$ cat src/rtl/hazard_sequencer.sv
// hazard_sequencer
//   Pipeline sequencing controller for a 3-stage RV32I core. It decodes the
//   immediate format of the decode-stage instruction and is the single owner
//   of fetch stall, ID/EX bubble and PC redirect.
//
//   Optional feature: define HAZARD_PERF_CNT_EN to add two performance counters.
//
// Ports
//   clk, rst        core clock, asynchronous active-high reset
//   if_valid        if_instr holds a valid instruction
//   if_instr[31:0]  instruction in decode
//   ex_br_taken     execute resolved a taken branch / JAL / JALR
//   ex_is_load      execute holds a load
//   ex_rd[4:0]      destination register of the execute-stage instruction
//   dmem_ready      data memory returned load data this cycle
//   pc_stall        hold PC and IF/ID
//   id_ex_flush     insert a bubble into ID/EX
//   pc_sel          select the branch target as next PC
//   imm_sel[2:0]    0 none, 1 I, 2 S, 3 B, 4 U, 5 J
//   load_err        sticky load-timeout flag
//   state[1:0]      0 RUN, 1 LOAD_WAIT, 2 FLUSH
//   perf_stall_cnt  (HAZARD_PERF_CNT_EN) cycles with pc_stall=1
//   perf_flush_cnt  (HAZARD_PERF_CNT_EN) cycles with id_ex_flush=1 and pc_stall=0
module hazard_sequencer #(
  parameter int FLUSH_CYCLES  = 1,
  parameter int MAX_LOAD_WAIT = 15
) (
  input  logic        clk,
  input  logic        rst,
  input  logic        if_valid,
  input  logic [31:0] if_instr,
  input  logic        ex_br_taken,
  input  logic        ex_is_load,
  input  logic [4:0]  ex_rd,
  input  logic        dmem_ready,
  output logic        pc_stall,
  output logic        id_ex_flush,
  output logic        pc_sel,
  output logic [2:0]  imm_sel,
  output logic        load_err,
`ifdef HAZARD_PERF_CNT_EN
  output logic [31:0] perf_stall_cnt,
  output logic [31:0] perf_flush_cnt,
`endif
  output logic [1:0]  state
);

  typedef enum logic [1:0] {RUN = 2'd0, LOAD_WAIT = 2'd1, FLUSH = 2'd2} st_e;

  localparam logic [2:0] FLUSH_INIT = 3'(FLUSH_CYCLES - 1);
  localparam logic [7:0] WAIT_MAX   = 8'(MAX_LOAD_WAIT);

  st_e        cur;
  logic [2:0] flush_cnt;
  logic [7:0] wait_cnt;
  logic       use_rs1, use_rs2, load_use;
  logic [6:0] opc;
  logic [4:0] rs1, rs2;

  assign opc   = if_instr[6:0];
  assign rs1   = if_instr[19:15];
  assign rs2   = if_instr[24:20];
  assign state = cur;

  // funct/rd fields are not needed for hazard detection
  logic unused_instr_bits;
  assign unused_instr_bits = ^{if_instr[31:25], if_instr[14:7]};

  // Immediate format and register-source usage from the opcode
  always_comb begin
    imm_sel = 3'd0;
    use_rs1 = 1'b0;
    use_rs2 = 1'b0;
    case (opc)
      7'b0000011, 7'b0010011, 7'b1100111: begin imm_sel = 3'd1; use_rs1 = 1'b1; end
      7'b0100011: begin imm_sel = 3'd2; use_rs1 = 1'b1; use_rs2 = 1'b1; end
      7'b1100011: begin imm_sel = 3'd3; use_rs1 = 1'b1; use_rs2 = 1'b1; end
      7'b0110111, 7'b0010111: imm_sel = 3'd4;
      7'b1101111: imm_sel = 3'd5;
      7'b0110011: begin use_rs1 = 1'b1; use_rs2 = 1'b1; end
      default: ;
    endcase
    if (!if_valid) imm_sel = 3'd0;
  end

  assign load_use = if_valid & ex_is_load & (ex_rd != 5'd0) &
                    ((use_rs1 & (ex_rd == rs1)) | (use_rs2 & (ex_rd == rs2)));

  // Control outputs are combinational so a redirect or stall takes effect in
  // the same cycle the condition appears. Held low while reset is asserted.
  always_comb begin
    pc_stall    = 1'b0;
    id_ex_flush = 1'b0;
    pc_sel      = 1'b0;
    if (!rst) begin
      case (cur)
        RUN: begin
          if (ex_br_taken) begin
            pc_sel      = 1'b1;
            id_ex_flush = 1'b1;
          end else if (ex_is_load & !dmem_ready) begin
            pc_stall    = 1'b1;
            id_ex_flush = 1'b1;
          end else if (load_use) begin
            pc_stall    = 1'b1;
            id_ex_flush = 1'b1;
          end
        end
        LOAD_WAIT: begin
          pc_stall    = !dmem_ready;
          id_ex_flush = !dmem_ready;
        end
        FLUSH: id_ex_flush = 1'b1;
        default: ;
      endcase
    end
  end

  always_ff @(posedge clk or posedge rst) begin
    if (rst) begin
      cur       <= RUN;
      flush_cnt <= 3'd0;
      wait_cnt  <= 8'd0;
      load_err  <= 1'b0;
    end else begin
      case (cur)
        RUN: begin
          if (ex_br_taken) begin
            // The redirect cycle is itself the first bubble
            if (FLUSH_CYCLES > 1) begin
              cur       <= FLUSH;
              flush_cnt <= FLUSH_INIT;
            end
          end else if (ex_is_load & !dmem_ready) begin
            cur      <= LOAD_WAIT;
            wait_cnt <= 8'd1;
          end
        end
        LOAD_WAIT: begin
          if (dmem_ready) begin
            cur      <= RUN;
            wait_cnt <= 8'd0;
          end else if (wait_cnt == WAIT_MAX) begin
            load_err <= 1'b1;
            cur      <= RUN;
            wait_cnt <= 8'd0;
          end else if (wait_cnt != 8'hFF) begin
            wait_cnt <= wait_cnt + 8'd1;
          end
        end
        FLUSH: begin
          flush_cnt <= flush_cnt - 3'd1;
          if (flush_cnt <= 3'd1) cur <= RUN;
        end
        default: cur <= RUN;
      endcase
    end
  end

`ifdef HAZARD_PERF_CNT_EN
  always_ff @(posedge clk or posedge rst) begin
    if (rst) begin
      perf_stall_cnt <= 32'd0;
      perf_flush_cnt <= 32'd0;
    end else begin
      if (pc_stall) perf_stall_cnt <= perf_stall_cnt + 32'd1;
      if (id_ex_flush & !pc_stall) perf_flush_cnt <= perf_flush_cnt + 32'd1;
    end
  end
`endif

endmodule

$ cat config.mk
export PLATFORM = sky130hd
export DESIGN_NAME = hazard_sequencer
export DESIGN_NICKNAME = d
export VERILOG_FILES = /design/src/rtl/hazard_sequencer.sv
export SDC_FILE = /design/constraint.sdc
export NUM_CORES = 1
export LEC_CHECK = 0
export BUFFER_PORTS_ARGS = -buffer_cell sky130_fd_sc_hd__buf_2
export CORE_MARGIN = 2
export CORE_UTILIZATION = 44
export CTS_BUF_LIST = sky130_fd_sc_hd__clkbuf_2
export DETAILED_ROUTE_END_ITERATION = 10
export GPL_TIMING_DRIVEN = 1
export PLACE_DENSITY = 0.8
export SLEW_MARGIN = 15
export SYNTH_ARGS = -nofsm -noshare
export SYNTH_HDL_FRONTEND = slang
export SYNTH_SLANG_ARGS = --single-unit
$ cat constraint.sdc
create_clock -name clk -period 2.2 [get_ports clk]
set_clock_uncertainty 0.05 [all_clocks]
set_input_delay 0.44 -clock clk [delete_from_list [all_inputs] [get_ports clk]]
set_output_delay 0.44 -clock clk [all_outputs]
set_load 0.02 [all_outputs]
==> results of run 1 <==
[power groups by stage]
| stage | combinational [uW] | clock [uW] | sequential, uW |
|---|---|---|---|
| floorplan | 80.9 | 0 | 208 |
| global placement | 135 | 0 | 208 |
| detailed placement | 139 | 0 | 209 |
| CTS | 139 | 96.9 | 205 |
| global route | 167 | 114 | 207 |
| finish | 152 | 94.3 | 205 |
[worst max path at each step]
stage                  endpoint  slack (ns)  cells past startpoint
floorplan           id_ex_flush        0.13                      5
global placement    id_ex_flush        0.03                      7
detailed placement  id_ex_flush        0.03                      7
CTS                 id_ex_flush        0.02                      7
global route        id_ex_flush       -0.02                      7
finish                 pc_stall        0.08                      7
[cell usage after synthesis, drive strengths merged, types with 3 or more instances]
cell   count  area [sq um]
nand2     11          43.8
o21ai     11          66.3
dfrtp     10           250
xnor2     10          87.6
nor2       9          33.8
a21oi      5          25.0
a31oi      4          25.0
nand3      4          20.0
nand4      4          31.3
nor2b      4          25.0
inv        3          11.3
o31ai      3          22.5
[layer usage]
layer,GRT usage,vias up
met4,0.0429,0
li1,-,468
met1,0.255,422
met2,0.292,20
met5,0,-
met3,0.0463,2
[cell families after synthesis]
group           after synthesis
simple gates                 47
compound gates               31
xor+xnor                     10
flops                        10
buf+inv                       4
fa+ha+maj                     1
other cells                   1
[critical path, cell delays in order]
cell	delay [ns]
buf_4	0.12
xnor2_1	0.14
nand4_1	0.16
a2111oi_2	0.31
o21ai_1	0.14
a31oi_1	0.17
buf_4	0.16
[metrics by stage]
step / power [uW] / cells
final: 452 / 171
after CTS: 441 / 171
after floorplan: 289 / 104
after detailed placement: 347 / 168
after global routing: 489 / 171
after global placement: 343 / 168
[sequential cells by signal, summed over array words and instances (netlist names)]
name and count:
wait_cnt 8, load_err 1, state 1
[cell type report]
cell class | count | area, sq um
multi-input combinational | 90 | 632
fill | 176 | 753
timing repair buffer | 38 | 226
inverter | 3 | 11.3
clock buffer | 3 | 15.0
tap | 27 | 33.8
sequential | 10 | 250
==> parameters.txt, run 1 <==
Parameter                              Value

Status
  Result of the run    finished, final reports clean

Worst setup path
  Source of the critical timing path    ex_rd[1]
  R2R cell count    6
  Reg-to-reg endpoint    wait_cnt[3]
  Startpoint type of the worst setup path    input port
  Reg-to-Reg Start    wait_cnt[0]
  Required time worst endpoint    between 1.5 and 2 ns
  Crit path capture type    output pin
  Internal reg-to-reg setup slack    between 0.3 and 0.4 ns
  Maximum fanout count along the critical path    3
  Data arrival at the endpoint of the critical path    1.63 ns
  Critical path start-end classification    in2out

CTS
  Post CTS Setup Buffer Count    0
  Post-CTS Resized    0
  Worst-skew pair later-pin latency    between 0.2 and 0.3 ns
  TritonCTS sink count    10
  Clock transition at the registers of the reported paths    about 0.090 ns
  Level count of the clock H-tree    1
  Root cell of the clock tree    clkbuf_2
  Cts hold-fix bufs    0
  CTS tree    built
  Number of clock buffers inserted by TritonCTS    3
  Max clock buf depth    2

Detailed routing
  Post-route ant nets    0
  Number of vias after detailed routing    around 910
  Iter 0 DRT Violations    14
  Met3 routed wirelength    around 85 um
  Via density per instance    5.33
  Routed wire length on met2    1100 um
  Detail-routed net length per standard cell    roughly 13 um
  DRC Markers    0
  Highest metal used    met4
  Overall routed net length    roughly 2100 um
  Drt first pass iters    5
  M1 WL    ~950 um

Synth
  Area of the mapped netlist    between 800 and 900 sq um
  Xor/xnor share of the synthesized area    0.100
  Arithmetic-cell share of the synthesized area counting full adders, half adders and majority gates    0.0143
  Share of synthesized area spent on multiplexers    0
  Flops & latches, synth    10
  Top FF cell, synth    dfrtp_1
  Post-Synthesis Cells    roughly 100
  Mean area per synthesized cell    roughly 8.4 sq um
  Async set-reset flop share out of synthesis    1.00
  Number of synthesized flops with an enable pin    0
  Post-Syn Nets    between 100 and 150
  Basic-gate share of the synthesized area counting and, or, nand and nor cells    0.314
  Sequential-to-total area share from yosys stat    0.287
  Area fraction in compound gates after synthesis    0.258
  Count of different cell masters after synthesis    slightly above 40
  Main combinational cell family by area after synthesis    simple AND/OR/NAND/NOR gates
  Yosys warning total    0

Timing
  Final-report setup violation count    0
  Tmin final    between 2 and 2.5 ns
  Smallest setup slack after layout    0.0787 ns
  Slew at the pin closest to its max-slew limit    0.577 ns
  Count of final hold-check violations    0
  Fin Setup TNS    0 ns
  Tightest slew margin relative to the limit    0.611
  Fmax    471 MHz
  Final Hold Slack    between 0.06 and 0.07 ns
  Period utilisation layout    0.964
  Pins Over Slew Limit    0

Floorplanning
  Area of the die    about 2400 sq um
  Die X-Extent    48.5 um
  Initial core utilization    0.454
  Site Rows    16
  Chip Height    roughly 49 um
  I/O pin count    52
  Placeable core region    1920 sq um

Placement
  GP Congestion    0.858
  Number of input and output port buffers inserted    35
  Pre-CTS WS    about 0.026 ns
  Cell area after placement    about 1100 sq um
  DP HPWL    around 1700 um

Global routing
  Remaining Overflow, GRT    0
  First-pass GRT wire length    3420 um
  Pin count of the biggest net entering global routing    10
  Number of antenna violations at the first check in global routing    0
  Global-route usage over all layers    0.185
  Number of global-route vias before repair    783

Pwr
  Max VDD drop    between 500 and 600 uV
  Part of the total power dissipated in the clock network    0.209
  Net switching power    about 150 uW
  Sequential fraction of design power    0.454
  Internal    approximately 300 uW
  Leakage power total    0.000525 uW
  Relative contribution of combinational cells to total power    0.337
  Power per unit of standard cell area    386 nW/um^2
  Switching part of the total power    0.326

Final layout
  P&R area growth vs syn    34.0%
  Post-layout util    0.608
  Commonest non-fill, non-tap cell in the layout    buf_2
  Most frequent cells in the layout    28 x buf_2, 10 x nand2_1, 10 x dfrtp_1
  Proportion of layout cells with a drive suffix above 1    0.382
  Finished Cell Area    roughly 1200 sq um
  Antenna Diode Count    0
  Number of nets in the final layout    between 150 and 200

Job
  Count of maximum capacitance violations    0

Hold path
  Worst hold path type    in2async
(Power assumes the default switching activity.)
==> run 2, diff against run 1 <==
--- a/config.mk
+++ b/config.mk
@@ -9,9 +9,11 @@
 export CORE_MARGIN = 2
 export CORE_UTILIZATION = 44
 export CTS_BUF_LIST = sky130_fd_sc_hd__clkbuf_2
+export CTS_CLUSTER_DIAMETER = 50
 export DETAILED_ROUTE_END_ITERATION = 10
 export GPL_TIMING_DRIVEN = 1
 export PLACE_DENSITY = 0.8
+export SETUP_SLACK_MARGIN = 0.15
 export SLEW_MARGIN = 15
 export SYNTH_ARGS = -nofsm -noshare
 export SYNTH_HDL_FRONTEND = slang
==> parameters.txt, run 2 (synthesized netlist as in run 1, its figures left out) <==
Parameter                              Value

Status
  Result of the run    finished, final reports clean

Final layout
  Antenna Diode Count    0
  Most frequent cells in the layout    24 x buf_2, 10 x nand2_1, 10 x dfrtp_1
  P&R area growth vs syn    39.2%
  Largest register by flop count    wait_cnt
  Proportion of layout cells with a drive suffix above 1    0.396
  FF/Latch Area    250 sq um
  Max FFs per register    8
  Number of filler instances in the final layout    167
  Number of nets in the final layout    190
  Post-layout util    0.632
  Area of the multi-input gates    644 sq um
  Commonest non-fill, non-tap cell in the layout    buf_2

CTS
  Root cell of the clock tree    clkbuf_2
  Clock transition at the registers of the reported paths    about 0.090 ns
  Number of clock buffers inserted by TritonCTS    3
  Max clock buf depth    2
  Worst-skew pair later-pin latency    ~0.25 ns
  Post CTS Setup Buffer Count    0
  Level count of the clock H-tree    1
  TritonCTS sink count    10
  CTS tree    built
  Cts hold-fix bufs    0

Placement
  DP HPWL    1690 um
  GP Congestion    ~0.86
  Number of input and output port buffers inserted    35

Floorplanning
  Placeable core region    around 1900 sq um
  Chip Height    48.5 um
  I/O pin count    52
  Initial core utilization    0.454
  Area of the die    2350 sq um
  Die X-Extent    just under 50 um
  Site Rows    16

Worst setup path
  Crit path capture type    output pin
  Worst-path cell with the longest stage delay    a2111oi_2
  Data arrival at the endpoint of the critical path    roughly 1.6 ns
  Ordered list of cells on the worst path    buf_6 > xnor2_2 > nand4_1 > a2111oi_2 > o21ai_1 > a31oi_1 > buf_4
  Delay contributed by the slowest stage of the critical path    0.31 ns
  Startpoint type of the worst setup path    input port
  Required time worst endpoint    roughly 1.7 ns
  Critical path start-end classification    in2out
  Maximum fanout count along the critical path    2

Timing
  Final Hold Slack    0.0570 ns
  Tightest slew margin relative to the limit    0.611
  Period utilisation layout    0.955
  Tmin final    2.10 ns
  Fin Setup TNS    0 ns
  Slew at the pin closest to its max-slew limit    about 0.58 ns
  Final-report setup violation count    0
  Pins Over Slew Limit    0
  RSZ-0062 raised after global routing    yes
  Count of final hold-check violations    0
  Fmax    476 MHz

Global routing
  Number of antenna violations at the first check in global routing    0
  Number of global-route vias before repair    about 850
  First-pass GRT wire length    3730 um
  Pin count of the biggest net entering global routing    10
  Remaining Overflow, GRT    0
  Global-route usage over all layers    0.204

Detailed routing
  Post-route ant nets    0
  Detail-routed net length per standard cell    around 13 um
  Iter 0 DRT Violations    10
  Number of vias after detailed routing    between 900 and 1000
  Drt first pass iters    4
  Overall routed net length    2260 um
  DRC Markers    0
  Via density per instance    roughly 5.4

Job
  Count of maximum capacitance violations    0

Hold path
  Worst hold path type    in2async

Pwr
  Power per unit of standard cell area    around 380 nW/um^2
  Max VDD drop    505 uV
  Leakage power total    between 0.0005 and 0.0006 uW
run 2: cell types whose count changed in the layout (fill, tap and decap cells not counted):
cell / delta
xnor2_1: -1
xnor2_2: +1
buf_4: -2
nor3_2: +1
buf_6: +6
buf_2: -4
nor3_1: -1
run 2: routing by layer:
layer | global-route usage | vias to the layer above | part of all wire
li1 | - | 468 | -
met4 | 0.0905 | 0 | 0.028
met3 | 0.0494 | 8 | 0.030
met2 | 0.315 | 18 | 0.49
met5 | 0 | - | 0
met1 | 0.273 | 433 | 0.45
run 2: report_power, final:
group          switching, uW  leakage [uW]  internal [uW]
Clock                   58.2     0.0000125           37.2
Combinational           79.2      0.000394           82.2
Sequential              13.3      0.000136            192
run 2: area by class of cell:
| class | count | share of cell area |
|---|---|---|
| multi-input combinational | 90 | 0.531 |
| timing repair buffer | 38 | 0.213 |
| sequential | 10 | 0.206 |
| tap | 27 | 0.0278 |
| clock buffer | 3 | 0.0124 |
| inverter | 3 | 0.00928 |
run 2: path summary, 6_finish.rpt:
kind                              start  slack, ns  cells past startpoint           to
max                        if_instr[19]        0.1                      7     pc_stall
min                                 rst       0.06                      2  wait_cnt[3]
max reg2reg                 wait_cnt[0]       0.35                      6  wait_cnt[3]
min reg2reg                    load_err       0.43                      1     load_err
max in group asynchronous           rst       1.67                      3     state[0]
min in group clk            ex_br_taken       0.39                      2     state[0]
run 2: through the flow:
| step | power [uW] | instance area (sq um) | std cells | worst slack (ns) |
|---|---|---|---|---|
| 2_1_floorplan | 289 | 872 | 104 | 0.131 |
| 3_3_place_gp | 343 | 1100 | 168 | 0.0286 |
| 3_5_place_dp | 347 | 1100 | 168 | 0.0264 |
| 4_1_cts | 456 | 1180 | 171 | 0.135 |
| 5_1_grt | 498 | 1210 | 171 | 0.00622 |
| 6_report | 462 | 1210 | 171 | 0.0984 |
run 2: what timing repair did:
action | in CTS | in global routing
setup endpoints to repair | 2 | 2
pin swaps | 9 | 1
gates resized for setup | 16 | 7
run 2: critical path, delay by kind of cell:
family / cells / cell delay, ns
xor gates and xnor gates: 1 / 0.14
and+or+nand+nor: 1 / 0.15
buffers and inverters: 2 / 0.26
AOI/OAI and AO/OA: 3 / 0.62
